### src/rtl/pulse_cmd_parser.sv
// Byte-level command decoder: assembles framed parameter writes from UART bytes
// and holds the pulse parameter registers that drive the pulses generator.
`timescale 1ns/1ps
module pulse_cmd_parser #(
  parameter int unsigned TIMEOUT = 120000
) (
  input  logic        clk,
  input  logic        reset,
  input  logic [7:0]  rx_byte,
  input  logic        rx_valid,
  output logic [7:0]  period,
  output logic [15:0] p1width,
  output logic [15:0] delay,
  output logic [15:0] p2width,
  output logic [31:0] nut_del,
  output logic [31:0] nut_wid,
  output logic        pump,
  output logic        block,
  output logic [7:0]  pulse_block,
  output logic [15:0] pulse_block_off,
  output logic [7:0]  cpmg,
  output logic        rx_done,
  output logic        cmd_err,
  output logic        busy
);

  localparam int unsigned CNT_W = (TIMEOUT < 2) ? 1 : $clog2(TIMEOUT + 1);
  localparam int unsigned LEN_W = 3;

  localparam logic [7:0]  DEF_PERIOD    = 8'd1;
  localparam logic [15:0] DEF_P1WIDTH   = 16'd30;
  localparam logic [15:0] DEF_DELAY     = 16'd200;
  localparam logic [15:0] DEF_P2WIDTH   = 16'd60;
  localparam logic [31:0] DEF_NUT_DEL   = 32'd300;
  localparam logic [31:0] DEF_NUT_WID   = 32'd300;
  localparam logic        DEF_PUMP      = 1'b1;
  localparam logic        DEF_BLOCK     = 1'b1;
  localparam logic [7:0]  DEF_PB        = 8'd50;
  localparam logic [15:0] DEF_PB_OFF    = 16'd100;
  localparam logic [7:0]  DEF_CPMG      = 8'd4;

  typedef enum logic [1:0] {
    ST_IDLE   = 2'd0,
    ST_DATA   = 2'd1,
    ST_COMMIT = 2'd2
  } state_t;

  state_t           state_q;
  logic [7:0]       cmd_q;
  logic [LEN_W-1:0] cnt_q;
  logic [31:0]      shift_q;
  logic [CNT_W-1:0] idle_q;

  logic [LEN_W-1:0] len_c;
  logic             known_c;
  logic             decode_c;

  // Payload length of the incoming byte when read as a command code.
  always_comb begin
    len_c   = '0;
    known_c = 1'b1;
    case (rx_byte)
      8'h00:                             len_c = LEN_W'(0);
      8'h01, 8'h07, 8'h08, 8'h09, 8'h0B: len_c = LEN_W'(1);
      8'h02, 8'h03, 8'h04, 8'h0A:        len_c = LEN_W'(2);
      8'h05, 8'h06:                      len_c = LEN_W'(4);
      default:                           known_c = 1'b0;
    endcase
  end

  // A byte is a command byte in IDLE and also in COMMIT, so back-to-back packets lose nothing.
  assign decode_c = rx_valid && ((state_q == ST_IDLE) || (state_q == ST_COMMIT));

  always_ff @(posedge clk) begin
    if (reset) begin
      state_q         <= ST_IDLE;
      cmd_q           <= '0;
      cnt_q           <= '0;
      shift_q         <= '0;
      idle_q          <= '0;
      period          <= DEF_PERIOD;
      p1width         <= DEF_P1WIDTH;
      delay           <= DEF_DELAY;
      p2width         <= DEF_P2WIDTH;
      nut_del         <= DEF_NUT_DEL;
      nut_wid         <= DEF_NUT_WID;
      pump            <= DEF_PUMP;
      block           <= DEF_BLOCK;
      pulse_block     <= DEF_PB;
      pulse_block_off <= DEF_PB_OFF;
      cpmg            <= DEF_CPMG;
      rx_done         <= 1'b0;
      cmd_err         <= 1'b0;
      busy            <= 1'b0;
    end else begin
      rx_done <= 1'b0;
      cmd_err <= 1'b0;

      case (state_q)
        ST_IDLE: ;
        ST_DATA: begin
          // A full idle window has elapsed: the abort wins over any byte on this edge.
          if (idle_q == CNT_W'(TIMEOUT)) begin
            cmd_err <= 1'b1;
            state_q <= ST_IDLE;
            busy    <= 1'b0;
          end else if (rx_valid) begin
            shift_q <= {shift_q[23:0], rx_byte};
            cnt_q   <= cnt_q - LEN_W'(1);
            idle_q  <= '0;
            if (cnt_q == LEN_W'(1)) begin
              state_q <= ST_COMMIT;
            end
          end else begin
            idle_q <= idle_q + CNT_W'(1);
          end
        end
        ST_COMMIT: begin
          case (cmd_q)
            8'h00: begin
              period          <= DEF_PERIOD;
              p1width         <= DEF_P1WIDTH;
              delay           <= DEF_DELAY;
              p2width         <= DEF_P2WIDTH;
              nut_del         <= DEF_NUT_DEL;
              nut_wid         <= DEF_NUT_WID;
              pump            <= DEF_PUMP;
              block           <= DEF_BLOCK;
              pulse_block     <= DEF_PB;
              pulse_block_off <= DEF_PB_OFF;
              cpmg            <= DEF_CPMG;
            end
            8'h01:   period          <= shift_q[7:0];
            8'h02:   p1width         <= shift_q[15:0];
            8'h03:   delay           <= shift_q[15:0];
            8'h04:   p2width         <= shift_q[15:0];
            8'h05:   nut_del         <= shift_q;
            8'h06:   nut_wid         <= shift_q;
            8'h07:   pump            <= shift_q[0];
            8'h08:   block           <= shift_q[0];
            8'h09:   pulse_block     <= shift_q[7:0];
            8'h0A:   pulse_block_off <= shift_q[15:0];
            8'h0B:   cpmg            <= shift_q[7:0];
            default: ;
          endcase
          rx_done <= 1'b1;
          state_q <= ST_IDLE;
          busy    <= 1'b0;
        end
        default: begin
          state_q <= ST_IDLE;
          busy    <= 1'b0;
        end
      endcase

      if (decode_c) begin
        if (!known_c) begin
          cmd_err <= 1'b1;
        end else if (len_c == LEN_W'(0)) begin
          cmd_q   <= rx_byte;
          state_q <= ST_COMMIT;
          busy    <= 1'b1;
        end else begin
          cmd_q   <= rx_byte;
          cnt_q   <= len_c;
          shift_q <= '0;
          idle_q  <= '0;
          state_q <= ST_DATA;
          busy    <= 1'b1;
        end
      end
    end
  end

endmodule

### config.mk
export PLATFORM = sky130hd
export DESIGN_NAME = pulse_cmd_parser
export DESIGN_NICKNAME = d
export VERILOG_FILES = /design/src/rtl/pulse_cmd_parser.sv
export SDC_FILE = /design/constraint.sdc
export NUM_CORES = 1
export LEC_CHECK = 0
export ABC_AREA = 1
export CAP_MARGIN = 20
export CORE_UTILIZATION = 50
export DETAILED_ROUTE_END_ITERATION = 16
export PLACE_DENSITY = 0.75
export SKIP_LAST_GASP = 1
export SLEW_MARGIN = 30
export SYNTH_ARGS = -nofsm -noshare
export SYNTH_HDL_FRONTEND = slang
export SYNTH_SLANG_ARGS = --single-unit
### constraint.sdc
create_clock -name clk -period 2.1 [get_ports clk]
set_clock_uncertainty 0.15 [all_clocks]
set_input_delay 0.42 -clock clk [delete_from_list [all_inputs] [get_ports clk]]
set_output_delay 0.42 -clock clk [all_outputs]
set_load 0.02 [all_outputs]
==> qor.yml, run 1 <==
status: "finished clean"
synth_xor_area_share_pct: 0.8821
grt_pass1_vias: 7992
synthCells: 1211
fp-row-count: 48
yosysWarnings: 0
final_util_pct: 69.00
drt_iter0_drc: 792
rr_worst_depth: 11
hold_violations: 0
power.leakage_nw: 4.850
gr-total-overflow: 0
clock_tree.root_cell: "clkbuf_16"
synthMuxAreaShare_pct: 0
fmax_ghz: 0.4776
routedWlPerCell_um: 16.19
syn_to_final_growth_pct: 34.02
synth_fp_nets: 1226
placed_area_mm2: 0.01107
ys_ff_latch: 219
grt_max_degree: 111
numCtsBuffers: 23
stdcell_count: 1639
fin_nets: 1412
place_ws_ns: -0.3019
insertion_delay_ns: 0.52
tightest_slew_ns: 0.6606
arrival_ns: 1.52
grt_usage_pct: 28.20
antenna_cells: 0
slowest_delay_ns: 0.62
min_from: "reset"
placedCellCount: 1595
crit_required_ns: 1.53
path_buf_inv: 1
finalSetupViolations: 0
die-area_mm2: 0.01841
synth-simple-area-share_pct: 29.10
power.total_mw: 8.714
worstReg2RegEnd: "shift_q[26]$_SDFF_PP0_"
ctsLongestPathBuffers: 3
hold_path.class: "input pin to flip-flop"
met1Wirelength_um: 11450
ant_nets: 0
post_drt_via_cell_ratio: 5.358
crit_family: "buffers and inverters"
die_h_um: 135.7
ys_seq_area_share_pct: 49.06
whs_path_depth: 3
end_kind: "output pin"
synth_enable_flop_cells: 0
layout_common_cells: "nand2_1, dfxtp_1, nor2_1"
dr_wl_met3_um: 1869
synth_top_family_by_area: "simple AND/OR/NAND/NOR gates"
crit_type: "flip-flop to output pin"
clock_sinks: 219
start_kind: "flip-flop"
io_pins: 168
synthFlopType: "dfxtp_1"
vias: 8782
finalWirelength_um: 26540
io_buffer_count: 167
drive_above_1_share_pct: 10.25
ir_worst_vdd_mv: 0.5792
fin_ws_ns: 0.006076
hpwlAfterDp_um: 17820
place.gp.congestion: 0.9181
min_to: "rx_done$_SDFF_PP0_"
final_cell_area_mm2: 0.01198
final_common_cell: "nand2_1"
worstPathCellList: "clkdlybuf4s50_1"
min_period_ns: 2.094
fin_setup_tns_ns: 0
synthAdderAreaFrac_pct: 0.5601
nFillCells: 1472
dr.pass1.iters: 6
top_layer: "met4"
rrSetupSlack_ns: 0.09
grt_pass1_wl_um: 41260
pwr_density_cell_mw_per_mm2: 727.6
timing.rr.start: "idle_q[0]$_SDFF_PP0_"
synth_cell_types: 34
h-tree-depth: 1
slew_headroom_pct: 55.90
synth_compound_area_share_pct: 13.58
hold_ws_ns: 0.2758
fin_crit_sh_pct: 99.71
synthArstFlopShare_pct: 0
drv_cap: 0
wl_met2_um: 12390
cts_tree: "done"
syn_avg_cell_area_um2: 7.379
route.detailed.drc: 0
slew_violations: 0
die_w_um: 135.7
slowest_stage: "clkdlybuf4s50_1"
antenna_found_initial: 0
start_util_pct: 51.49
cts.clk_slew.worst_paths_ns: 0.06
syn-cell-area_mm2: 0.008936
cts_hold_buf: 0
cp_max_fo: 2
core-area_mm2: 0.01736
-- cell usage after synthesis, drive strengths merged, types with 10 or more instances --
cell type | instances | share of area, %
a21oi | 124 | 6.9
buf | 28 | 2.1
clkbuf | 38 | 1.6
dfxtp | 219 | 49
inv | 74 | 3.1
nand2 | 297 | 13
nand3 | 83 | 4.7
nand4 | 15 | 1.3
nor2 | 180 | 8.4
nor3 | 16 | 0.90
o211ai | 11 | 0.92
o21ai | 96 | 5.4
or2 | 10 | 0.73
-- worst reg2reg max path, stage by stage (launching register included) --
cell and delay (ns):
dfxtp_1 0.31, inv_1 0.08, ha_1 0.21, nand4_1 0.14
nor2_2 0.13, nand2_1 0.11, nand3_2 0.10, buf_8 0.17
inv_2 0.08, buf_12 0.15, o21ai_0 0.19, nor2_1 0.07
-- power by group --
part | leakage [nW] | switching [mW] | total, mW | internal (mW)
Combinational | 2.68 | 0.198 | 0.315 | 0.117
Sequential | 1.77 | 0.0135 | 4.19 | 4.17
Clock | 0.400 | 1.70 | 4.21 | 2.52
-- worst max path at each step --
| stage | slack, ns | cells past startpoint | end | from |
|---|---|---|---|---|
| after floorplan | 0.32 | 11 | shift_q[21]$_SDFF_PP0_ | idle_q[0]$_SDFF_PP0_ |
| after global placement | -0.21 | 13 | shift_q[25]$_SDFF_PP0_ | rx_byte[1] |
| after detailed placement | -0.30 | 13 | shift_q[26]$_SDFF_PP0_ | rx_byte[1] |
| after CTS | -0.008 | 7 | p1width[4]$_SDFFE_PP1P_ | cmd_q[5]$_SDFFE_PP0P_ |
| after global routing | -0.02 | 11 | shift_q[26]$_SDFF_PP0_ | idle_q[0]$_SDFF_PP0_ |
| final | 0.006 | 1 | nut_del[5] | nut_del[5]$_SDFFE_PP1P_ |
-- layer usage --
metal | GRT usage, % | vias to the layer above
met3 | 3.891 | 71
met4 | 9.426 | 0
met5 | 0 | -
li1 | - | 4292
met2 | 46.34 | 357
met1 | 37.89 | 4062
-- flip-flops by register name, summed over array words and instances (netlist names) --
name,count
rx_done,1
cpmg,8
nut_del,32
busy,1
block,1
p2width,16
pulse_block_off,16
shift_q,32
period,8
pump,1
pulse_block,8
nut_wid,32
cnt_q,3
delay,16
cmd_err,1
state_q,2
p1width,16
idle_q,17
cmd_q,8
-- final cells by class --
type                            instances  area, um2  area share, %
Tap cell                              225      281.5          2.351
Clock buffer                           28      624.3          5.213
Clock inverter                         14      171.4          1.431
Timing Repair Buffer                  227       2272          18.97
Multi-Input combinational cell        851       3958          33.04
Sequential cell                       219       4384          36.61
Inverter                               75      285.3          2.382
-- cells by family after synthesis --
kind of cell | Yosys count
AO/OA/AOI/OAI | 235
flip-flops | 219
buffers and inverters | 141
XOR/XNOR | 9
AND/OR/NAND/NOR | 603
adder cells (fa/ha/maj) | 4
-- what timing repair did --
item                       4_1_cts  5_1_grt
gates resized for setup          2       29
setup buffers                    0        2
setup endpoints to repair        9       88
pin swaps                        0        1
Power figures use the tool's default switching activity.
==> inputs of run 2 (changes only) <==
--- a/config.mk
+++ b/config.mk
@@ -5,11 +5,10 @@
 export SDC_FILE = /design/constraint.sdc
 export NUM_CORES = 1
 export LEC_CHECK = 0
-export ABC_AREA = 1
 export CAP_MARGIN = 20
-export CORE_UTILIZATION = 50
+export CORE_UTILIZATION = 51
 export DETAILED_ROUTE_END_ITERATION = 16
-export PLACE_DENSITY = 0.75
+export PLACE_DENSITY = 0.77
 export SKIP_LAST_GASP = 1
 export SLEW_MARGIN = 30
 export SYNTH_ARGS = -nofsm -noshare
==> run 2 against run 1 <==
The flow now finishes with violations (negative setup slack). Count of clock-buffer cells in the layout increased by 2. Sequential power hardly changed. Largest cell class unchanged. Critical path type is now flip-flop to flip-flop. Power decreased by 6.0%. Worst setup slack got worse by 0.22 ns. Clock power down 10%. Non-clock buffer count is 32 higher. Synthesized area is 7.3% lower.
==> qor.yml, run 2 <==
status: "finished, violations left"
violations: "negative setup slack"
crit_type: "flip-flop to flip-flop"
io_pins: 168  # unchanged
fin_crit_sh_pct: 110.2  # +10 points
synth_top_family_by_area: "simple AND/OR/NAND/NOR gates"
fmax_ghz: 0.4322  # -9.5%
grt_usage_pct: 27.30  # -0.90 points
min_period_ns: 2.314  # +0.2197 ns
gr-total-overflow: 0  # unchanged
nFillCells: 1133  # -23%
power.leakage_nw: 4.455  # -8.1%
synthMuxAreaShare_pct: 4.260  # +4.3 points
syn-cell-area_mm2: 0.008282  # -7.3%
placed_area_mm2: 0.01053  # -4.9%
worstReg2RegEnd: "shift_q[11]$_SDFF_PP0_"
slowest_stage: "or4_1"
drive_above_1_share_pct: 19.09  # +8.8 points
syn_to_final_growth_pct: 40.19
worstPathCellList: "or4_1 -> or3_4 -> o211ai_4 -> buf_6 -> buf_12 -> mux2i_1 -> nor2_2"
rrSetupSlack_ns: -0.21  # -0.30 ns
clock_sinks: 219  # unchanged
die_h_um: 129.4  # -4.6%
synth-simple-area-share_pct: 17.86  # -11 points
post_drt_via_cell_ratio: 5.651  # +5.5%
synth_xor_area_share_pct: 1.798  # +0.92 points
grt_max_degree: 38  # -66%
synth_enable_flop_cells: 0  # unchanged
routedWlPerCell_um: 18.21  # +13%
start_kind: "flip-flop"
antenna_found_initial: 0  # unchanged
grt_pass1_vias: 6685  # -16%
ctsLongestPathBuffers: 3  # unchanged
insertion_delay_ns: 0.50  # -0.02 ns
die-area_mm2: 0.01675  # -9.0%
grt_pass1_wl_um: 35760  # -13%
slowest_delay_ns: 0.51  # -0.11 ns
pwr_density_cell_mw_per_mm2: 705.9  # -3.0%
synthArstFlopShare_pct: 0  # unchanged
fp-row-count: 46  # -4.2%
slew_violations: 0  # unchanged
place.gp.congestion: 0.8357  # -9.0%
ant_nets: 0  # unchanged
path_buf_inv: 2  # +1
synthTopCellsByCount: "dfxtp_1, nor2_1, a22o_1, nand2_1, a22oi_1"
synth_fp_nets: 861  # -30%
min_to: "p1width[9]$_SDFFE_PP0P_"
end_kind: "flip-flop"
route.detailed.drc: 0  # unchanged
drt_iter0_drc: 519  # -34%
io_buffer_count: 167  # unchanged
vias: 7290  # -17%
crit_family: "simple AND/OR/NAND/NOR gates"
final_cell_area_mm2: 0.01161  # -3.1%
slew_headroom_pct: 47.90  # -8.0 points
whs_path_depth: 3  # unchanged
synth_top_area_cell: "dfxtp_1"
timing.rr.start: "idle_q[3]$_SDFF_PP0_"
synth_cell_types: 59  # +74%
hpwlAfterDp_um: 15540  # -13%
ys_seq_area_share_pct: 52.94  # +3.9 points
finalWirelength_um: 23500  # -11%
cts.clk_slew.worst_paths_ns: 0.06  # about the same
cts_tree: "done"
antenna_cells: 0  # unchanged
synth_compound_area_share_pct: 17.01  # +3.4 points
core-area_mm2: 0.01589  # -8.5%
finalSetupViolations: 48  # +48
synthAdderAreaFrac_pct: 0.7252  # +0.17 points
synthTopCellsByArea: "dfxtp_1, a22o_1, mux2i_1, nor2_1, a22oi_1"
hold_violations: 0  # unchanged
rr_worst_depth: 7  # -4
clock_tree.root_cell: "clkbuf_16"
die_w_um: 129.4  # -4.6%
rsz0062_at_grt: "yes"
fin_ws_ns: -0.2136  # -0.2197 ns
ys_ff_latch: 219  # unchanged
synthFlopType: "dfxtp_1"
tightest_slew_ns: 0.7805  # +0.1199 ns
syn_avg_cell_area_um2: 9.789  # +33%
ir_worst_vdd_mv: 0.6133  # +5.9%
fin_nets: 1076  # -24%
synthCells: 846  # -30%
hold_path.class: "input pin to flip-flop"
min_from: "reset"
cts_hold_buf: 0  # unchanged
numCtsBuffers: 22  # -4.3%
drv_cap: 0  # unchanged
synth_top_area_share_pct: 52.94  # +3.9 points
crit_required_ns: 2.34  # +0.81 ns
final_common_cell: "dfxtp_1"
cp_max_fo: 13  # +11
layout_common_cells: "dfxtp_1, clkdlybuf4s50_1, buf_4"
final_util_pct: 73.09  # +4.1 points
arrival_ns: 2.55  # +1.03 ns
yosysWarnings: 0  # unchanged
h-tree-depth: 1  # unchanged
dr.pass1.iters: 5  # -1
yosysMostFrequentCell: "dfxtp_1"
start_util_pct: 52.13  # +0.65 points
reg.largest.list: "nut_del: 32 flops, nut_wid: 32 flops, shift_q: 32 flops"
run 2: per-layer routing:
layer / global-route usage (%) / routed length [um]
met5: 0 / 0
met3: 4.418 / 1591
met4: 10.05 / 594
met1: 35.81 / 10070
met2: 45.45 / 11250
run 2: timing repair:
item                       4_1_cts  5_1_grt
gates cloned                     3        1
setup buffers                    4        1
gates resized for setup         19       50
pin swaps                        9        5
setup endpoints to repair       57      160
hold endpoints to repair         0        0
run 2: cells by family (layout without fill, tap and decap cells):
kind of cell | Yosys count | after routing
and+or+nand+nor | 294 | 294
DFF | 219 | 219
AOI/OAI and AO/OA | 193 | 193
buffers and inverters | 83 | 311
adders and majority gates | 5 | 5
muxes | 35 | 35
xor gates and xnor gates | 17 | 17
run 2: cell type report:
class	count	area (um2)	area share [%]
inverters	15	56.30	0.4850
well taps	216	270.3	2.328
multi-input cells	544	3719	32.03
clock buffers	30	621.8	5.356
flip-flops and latches	219	4388	37.79
clock inverters	7	66.31	0.5712
repair buffers	259	2489	21.44
run 2: where the power goes:
part	leakage (nW)	internal (mW)	switching (mW)
Clock	0.338	2.19	1.58
Sequential	1.77	4.16	0.00738
Combinational	2.35	0.107	0.157
run 2: worst max path at each step:
stage	from	end	slack [ns]	cells after the start
floorplan	idle_q[5]$_SDFF_PP0_	shift_q[11]$_SDFF_PP0_	-0.09	7
global placement	rx_byte[7]	cnt_q[1]$_SDFF_PP0_	-0.24	7
detailed placement	rx_byte[7]	cnt_q[2]$_SDFF_PP0_	-0.24	7
CTS	idle_q[3]$_SDFF_PP0_	cnt_q[1]$_SDFF_PP0_	-0.18	7
global route	idle_q[3]$_SDFF_PP0_	shift_q[11]$_SDFF_PP0_	-0.24	7
finish	idle_q[3]$_SDFF_PP0_	shift_q[11]$_SDFF_PP0_	-0.21	7
run 2: tightest hold or removal path: cells and delay by family:
| kind | cells | cell delay, ns |
|---|---|---|
| buf+inv | 2 | 0.35 |
| simple gates | 1 | 0.11 |
run 2: stage by stage:
step	cells	hold slack, ns	total power [mW]	TNS, ns	setup WS [ns]
2_1_floorplan	846	0.2897	4.397	-2.639	-0.09109
3_3_place_gp	1244	0.2874	4.491	-12.58	-0.2423
3_5_place_dp	1244	0.2945	4.494	-10.93	-0.2410
4_1_cts	1288	0.2602	8.209	-5.607	-0.1778
5_1_grt	1290	0.2800	8.430	-8.599	-0.2357
6_report	1290	0.2699	8.196	-5.596	-0.2136
